===== config.mk =====
export PLATFORM = sky130hd
export DESIGN_NAME = pipe_ctrl
export DESIGN_NICKNAME = d
export VERILOG_FILES = /design/src/rtl/pipe_ctrl_pkg.sv /design/src/rtl/stall_wdog.sv /design/src/rtl/pipe_ctrl.sv
export SDC_FILE = /design/constraint.sdc
export NUM_CORES = 1
export LEC_CHECK = 0
export BUFFER_PORTS_ARGS = -buffer_cell sky130_fd_sc_hd__buf_4
export CORE_ASPECT_RATIO = 1.5
export CORE_UTILIZATION = 49
export CTS_BUF_LIST = sky130_fd_sc_hd__clkbuf_4
export DETAILED_ROUTE_END_ITERATION = 7
export HOLD_SLACK_MARGIN = 0.06
export PLACE_DENSITY = 0.8
export SYNTH_ARGS = -nofsm -noshare
export SYNTH_HDL_FRONTEND = slang
export SYNTH_SLANG_ARGS = --single-unit

===== constraint.sdc =====
create_clock -name clk -period 2.4 [get_ports clk]
set_input_delay 0.24 -clock clk [delete_from_list [all_inputs] [get_ports clk]]
set_output_delay 0.24 -clock clk [all_outputs]
set_load 0.005 [all_outputs]

===== src/rtl/pipe_ctrl_pkg.sv =====
// pipe_ctrl_pkg: shared stall encodings, exception codes and FSM states for the pipeline controller.
package pipe_ctrl_pkg;
    localparam logic [31:0] ZERO_WORD  = 32'h0000_0000;
    localparam logic [31:0] EXC_ERET   = 32'h0000_000e;
    localparam logic [5:0]  STALL_NONE = 6'b000000;
    localparam logic [5:0]  STALL_ID   = 6'b000111;
    localparam logic [5:0]  STALL_EX   = 6'b001111;
    localparam logic [5:0]  STALL_MEM  = 6'b011111;
    typedef enum logic [1:0] {RUN = 2'd0, FLUSH = 2'd1, REFILL = 2'd2} state_t;
endpackage


===== src/rtl/stall_wdog.sv =====
// stall_wdog: consecutive-stall counter; hit flags the final cycle before the limit expires.
module stall_wdog #(
    parameter int LIMIT = 1024
) (
    input  logic clk,
    input  logic rst,
    input  logic inc,
    input  logic clr,
    output logic hit
);
    logic [15:0] count;
    always_ff @(posedge clk or posedge rst)
        if (rst)
            count <= '0;
        else
            count <= clr ? '0 : inc ? count + 16'd1 : count;
    assign hit = count == 16'(LIMIT - 1);
endmodule


===== src/rtl/pipe_ctrl.sv =====
// pipe_ctrl: stall priority decode plus RUN/FLUSH/REFILL redirect FSM with a stall watchdog.
module pipe_ctrl
    import pipe_ctrl_pkg::*;
#(
    parameter logic [31:0] EXC_VECTOR = 32'h0000_0020,
    parameter int          WDOG_LIMIT = 1024
) (
    input  logic        clk,
    input  logic        rst,
    input  logic        stallreq_from_id,
    input  logic        stallreq_from_ex,
    input  logic        stallreq_from_mem,
    input  logic [31:0] excepttype_i,
    input  logic [31:0] cp0_epc_i,
    output logic [5:0]  stall,
    output logic        flush,
    output logic [31:0] new_pc,
    output logic        wdog_timeout
);
    state_t      state, state_nxt;
    logic [31:0] target, target_nxt;
    logic [5:0]  req_stall;
    logic        run, stalling, exc_take, wdog_hit, go;

    assign req_stall = stallreq_from_mem ? STALL_MEM :
                       stallreq_from_ex  ? STALL_EX  :
                       stallreq_from_id  ? STALL_ID  : STALL_NONE;
    assign run          = state == RUN;
    assign stalling     = req_stall != STALL_NONE;
    assign exc_take     = run && excepttype_i != ZERO_WORD;
    assign wdog_timeout = run && stalling && wdog_hit;
    assign go           = exc_take || wdog_timeout;

    // Leaving RUN clears the count so a refill never inherits stale stall history.
    stall_wdog #(.LIMIT(WDOG_LIMIT)) u_wdog (
        .clk (clk),
        .rst (rst),
        .inc (run && stalling),
        .clr (!run || !stalling || go),
        .hit (wdog_hit)
    );

    always_ff @(posedge clk or posedge rst)
        if (rst) begin
            state  <= RUN;
            target <= ZERO_WORD;
        end else begin
            state  <= state_nxt;
            target <= target_nxt;
        end

    always_comb begin
        state_nxt  = state;
        target_nxt = target;
        stall      = STALL_NONE;
        flush      = 1'b0;
        new_pc     = ZERO_WORD;
        case (state)
            RUN: begin
                stall      = go ? STALL_NONE : req_stall;
                state_nxt  = go ? FLUSH : RUN;
                // An exception outranks a simultaneous watchdog fire for the redirect target.
                target_nxt = !go ? target :
                             (exc_take && excepttype_i == EXC_ERET) ? cp0_epc_i : EXC_VECTOR;
            end
            FLUSH: begin
                flush     = 1'b1;
                new_pc    = target;
                state_nxt = REFILL;
            end
            REFILL: begin
                stall     = req_stall;
                state_nxt = RUN;
            end
            default: state_nxt = RUN;
        endcase
    end
endmodule


Word-level counts from Yosys, hierarchy flattened
Index checks and enable logic that the tools add are counted.

cells by class
  add/subtract/negate cells = 1
  multipliers = 0
  divide/modulo/power cells = 0
  $lt $le $gt $ge = 0
  eq/ne operators = 4
  shifts and indexed selects = 0
  muxes and demuxes = 12
  bitwise operators = 0
  reductions and logical operators = 14

operator list
  operator                                               count
  two-way mux 32 bit                                     2
  equality test 32 x 4 -> 1 bit, second input constant   1
  two-way mux 16 bit                                     2
  nonzero test 32 bit                                    1
  adder 16 x 1 -> 16 bit, second input constant          1
  equality test 16 x 10 -> 1 bit, second input constant  1
  two-way mux 5 bit                                      2
  case mux 5 bit (2 select lines)                        1
  nonzero test 6 bit                                     1
  logical AND 1 bit                                      4
  two-way mux 4 bit                                      1
  case mux 2 bit (2 select lines)                        1
  logical OR 1 bit                                       3
  two-way mux 3 bit                                      1
  equality test 2 x 1 -> 1 bit, second input constant    1
  equality test 2 bit, second input constant             1
  logical NOT 1 bit                                      2
  logical NOT 2 bit                                      1
  two-way mux 1 bit                                      2
  AND reduction 2 bit                                    1
  nonzero test 2 bit                                     1

word-level totals
  register bits after elaboration = 50
  bits in latches = 0
  bits in writable memories = 0
  memory bits (read-only) = 0
  input port bits = 69
  output and inout bits = 40
  word-level logic and storage cells = 34
  memories kept = 0

Depth between registers and ports, before layout
  depth in word-level cells = 9
  gate-level depth with buffers = 8
  depth with buffers taken out = 6

Cells and area by module
Synthesis repeated with hierarchy kept, for this count alone.

unflattened totals
  cell total of the unflattened synthesis = 291
  area, all modules = 3037.9 um^2

modules (own cells, without submodules)
  module      instances  cells an instance  area each (um^2)  seq. area each (um^2)
  pipe_ctrl   1          204                2177.1            850.8
  stall_wdog  1          87                 860.8             400.4

Worst setup path before layout
Ideal clock, no wire load.

  path type = reg-to-output
  start = reg u_wdog.count[10]
  end = out stall[1]
  arrival = 1.971 ns
  required time = 2.160 ns
  slack = 0.189 ns
  cell stages (with the launch flop) = 8
  buffers on the path = 2
  cells stage by stage = dfrtp_1 -> or4_1 -> or4_1 -> or2_1 -> buf_6 -> inv_1 -> nor4b_1 -> buf_4

between the ends
  cells in the longest elaborated chain, start to end = 5

ends and longest elaborated chain
  item                             line              RTL
  start, declared                  stall_wdog.sv:11  logic [15:0] count;
  start signal, assigned           stall_wdog.sv:16  count <= clr ? '0 : inc ? count + 16'd1 : count;
  equality test 16 x 10 -> 1 bit   stall_wdog.sv:17  assign hit = count == 16'(LIMIT - 1);
  logical AND 1 bit                pipe_ctrl.sv:31   assign wdog_timeout = run && stalling && wdog_hit;
  via wdog_timeout                 pipe_ctrl.sv:18   output logic wdog_timeout
  logical OR 1 bit                 pipe_ctrl.sv:32   assign go = exc_take || wdog_timeout;
  two-way mux 5 bit                pipe_ctrl.sv:60   stall = go ? STALL_NONE : req_stall;
  case mux 5 bit (2 select lines)  pipe_ctrl.sv:58   case (state)
  end, declared                    pipe_ctrl.sv:15   output logic [5:0] stall,

The timed path passes the listed nets, and every way through them passes these cells.

Final worst setup path
  start = reg u_wdog.count[10]
  end = out stall[4]

between the ends
  cells in the longest elaborated chain, start to end = 5

ends and longest elaborated chain
  item                             line
  equality test 16 x 10 -> 1 bit   stall_wdog.sv:17
  logical AND 1 bit                pipe_ctrl.sv:31
  logical OR 1 bit                 pipe_ctrl.sv:32
  two-way mux 5 bit                pipe_ctrl.sv:60
  case mux 5 bit (2 select lines)  pipe_ctrl.sv:58

Every way passes these cells.

==> results.sh <==
export IMPL_synth_xor_area_share_pct=4.601
export IMPL_place_congestion=0.8612
export IMPL_synth_top_area_share_pct=50.56
export IMPL_drv_slew=0
export IMPL_crit_path_top_delay_cell="or4_1"
export IMPL_vias_per_cell=5.532
export IMPL_crit_path_frequent_cell="or4_1"
export IMPL_hold_viol_final=0
export IMPL_grt_start_max_net_pins=35
export IMPL_fill_cells=366
export IMPL_finalSetupViolCount=5
export IMPL_whs_endpoint="target[15]"
export IMPL_clkPwrFrac_pct=27.9
export IMPL_synth_top_family_by_area="simple AND/OR/NAND/NOR gates"
export IMPL_drt_total_wl_mm=6.523
export IMPL_avgSynthCellArea_um2=10.81
export IMPL_worst_pin_slew_ns=0.5068
export IMPL_seq_power_share_pct=62.4
export IMPL_vdd_ir_drop_max_uv=424.4
export IMPL_synth_distinct_cells=35
export IMPL_hold_path_class="input port to flip-flop"
export IMPL_portBuffers=107
export IMPL_timing_critical_path_required_ns=2.16
export IMPL_critPathTopFamily="simple AND/OR/NAND/NOR gates"
export IMPL_clock_path_buffers=2
export IMPL_power_switching_mw=0.3051
export IMPL_worstPathCellList="or4_1 -> or4_1 -> or2_4 -> and4b_1 -> buf_6"
export IMPL_final_setup_tns_ns=-0.1956
export IMPL_rsz0062_at_grt="yes"
export IMPL_violations="setup timing"
export IMPL_status="complete, but fails checks"
export IMPL_synth_common_cells="50 x dfrtp_1, 32 x and2_1, 31 x a32o_1"
export IMPL_cts_root_buffer="clkbuf_4"
export IMPL_cts_sinks=50
export IMPL_timing_rr_end="target[3]"
export IMPL_yosysWarningCount=0
export IMPL_num_vias=2279
export IMPL_yosysMostFrequentCell="dfrtp_1"
export IMPL_criticalPathCategory="flip-flop to output port"
export IMPL_leakagePower_nw=1.656
export IMPL_cts_tree="built"
export IMPL_clk_pin_slew_ns=0.15
export IMPL_synthArstFlopShare_pct=100.0
export IMPL_grt_pass1_wl_mm=10.01
export IMPL_antenna_found_initial=0
export IMPL_initial_core_util_pct=51.05
export IMPL_synthMuxAreaShare_pct=0
export IMPL_syn_inst=229
export IMPL_cts_htree_levels=2
export IMPL_synth_compound_area_share_pct=14.16
export IMPL_drt_iter0_markers=179
export IMPL_maxSlewHeadroom_pct=66.17
export IMPL_syn_nets=299
export IMPL_min_period_ns=2.454
export IMPL_rr_startpoint="u_wdog.count[10]"
export IMPL_syn_area_um2=2475
export IMPL_finalCritPeriodShare_pct=102.2
export IMPL_synth_edf_count=0
export IMPL_die_w_um=60.03
export IMPL_area_growth_pct=41.51
export IMPL_synth_flop_cell="dfrtp_1"
export IMPL_cp_start_kind="flip-flop"
export IMPL_first_global_vias=2181
export IMPL_final_layout_size_suffix_gt1_share_pct=39.02
export IMPL_skew_ns=0.02330
export IMPL_drv_cap=0
export IMPL_synthAdderAreaFrac_pct=0.5056
export IMPL_synth_simple_area_share_pct=23.66
export IMPL_synth_area_leaders="dfrtp_1 51%, a32o_1 13%, and2_1 8.1%, nor3_1 4.2%, xnor2_1 3.9%"
export IMPL_die_area_um2=5345
export IMPL_critPathMaxFanout=3
export IMPL_swShare_pct=22.60
export IMPL_wl_per_cell_um=15.83
export IMPL_synth_top_area_cell="dfrtp_1"
export IMPL_arrival_ns=2.21
export IMPL_core_area_um2=4848
export IMPL_pin_count=109
export IMPL_ys_seq_area_share_pct=50.56
export IMPL_max_freq_mhz=407.6
export IMPL_final_cells=412
export IMPL_path_buf_inv=1
export IMPL_synth_seq_cells=50
export IMPL_drc_errors=0
export IMPL_whs_path_depth=2
export IMPL_fin_nets=415
export IMPL_hpwlAfterDp_mm=4.680
export IMPL_dr_pass1_iters=4
export IMPL_combinationalPowerShare_pct=9.7
export IMPL_rr_worst_depth=6
export IMPL_grt_total_usage_pct=25.07
export IMPL_end_kind="output port"
export IMPL_reg2reg_slack_ns=0.16
export IMPL_intPower_mw=1.045
export IMPL_critPathMaxStageDelay_ns=0.51
export IMPL_rows=31
export IMPL_grt_overflow_total=0
export IMPL_place_inst=393
export IMPL_antenna_cells=0
export IMPL_p_per_area_nw_per_um2=385.6
export IMPL_hp_start="cp0_epc_i[15]"
export IMPL_clk_latency_ns=0.37
export IMPL_postRouteAntennaNets=0
export IMPL_die_h_um=89.04
export IMPL_cts_buffers_inserted=5
export IMPL_worst_slack_ns=-0.05365
-- worst max path at each step --
stage                           startpoint        to  slack [ns]  depth (start not counted)
after floorplan           u_wdog.count[10]  stall[1]        0.19                          7
after global placement    u_wdog.count[12]  stall[2]        0.30                          6
after detailed placement   u_wdog.count[0]  stall[2]        0.23                          7
after CTS                 u_wdog.count[10]  stall[4]       -0.09                          5
after global routing      u_wdog.count[10]  stall[4]       -0.12                          5
final                     u_wdog.count[10]  stall[4]       -0.05                          5
-- cells by family after synthesis --
logic type | Yosys count
buffers and inverters | 28
adder cells (fa/ha/maj) | 1
XOR/XNOR | 13
flip-flops | 50
AND/OR/NAND/NOR | 100
AO/OA/AOI/OAI | 36
other | 1
-- timing repair --
| action | in CTS | in global routing |
|---|---|---|
| setup endpoints to repair | 6 | 6 |
| hold endpoints to repair | 27 | 3 |
| buffers inserted | 2 | 1 |
| resized for setup | 3 | 1 |
| pin swaps | 1 | 1 |
| hold buffers | 5 | 3 |
-- flip-flops by register name, indices dropped and copies added, names as in the netlist --
name / flops
target: 32
u_wdog.count: 16
state: 2
-- metal layers --
layer	routed length [um]	GRT usage [%]
met1	2485	28.14
met2	3416	44.04
met5	0	0
met4	226	11.21
met3	394	6.223
-- power by group through the flow --
stage                     Sequential (mW)  Combinational [mW]  Clock (mW)
after global placement              0.858               0.119           0
after CTS                           0.843               0.127       0.395
final                               0.843               0.131       0.377
after detailed placement            0.858               0.120           0
after global routing                0.843               0.143       0.433
after floorplan                     0.858              0.0224           0
-- worst reg2reg max path, cell delays in order, from the launching register on --
cell	delay, ns
dfrtp_1	0.40
or4_1	0.51
or4_1	0.40
or2_4	0.25
buf_4	0.15
buf_12	0.16
a32o_1	0.27
-- stage by stage --
step / total power [mW] / hold WS (ns) / setup WS, ns / util, % / instance area, um^2
floorplan: 0.8808 / 0.3619 / 0.1894 / - / 2475
global placement: 0.9769 / 0.3124 / 0.2997 / 68.65 / 3328
detailed placement: 0.9785 / 0.3154 / 0.2306 / 68.65 / 3328
CTS: 1.365 / 0.06152 / -0.08701 / 71.38 / 3461
global route: 1.419 / 0.06103 / -0.1237 / 72.23 / 3502
finish: 1.350 / 0.07590 / -0.05365 / 72.23 / 3502
-- layout make-up --
type | instances | area (um^2) | share of cell area (%)
Multi-Input combinational cell | 151 | 1075 | 30.69
Sequential cell | 50 | 1251 | 35.73
Clock inverter | 3 | 21.27 | 0.6074
Timing Repair Buffer | 129 | 1005 | 28.69
Inverter | 8 | 30.03 | 0.8574
Tap cell | 66 | 82.58 | 2.358
Clock buffer | 5 | 37.54 | 1.072
-- cells in the final DEF, fill, tap and decap left out, types with 2 or more instances in the layout --
cell           instances
nor4_1                11
inv_1                  6
nand3_1                6
nor2_1                 7
buf_4                119
dlygate4sd3_1          8
clkbuf_4               5
and2_1                32
nand2_1                5
or4_1                  2
xor2_1                 2
nand4_1                2
and4_1                 3
a32o_1                31
inv_2                  2
xnor2_1               11
nor3_1                21
or3_1                  2
dfrtp_1               50
(Power assumes the default switching activity.)
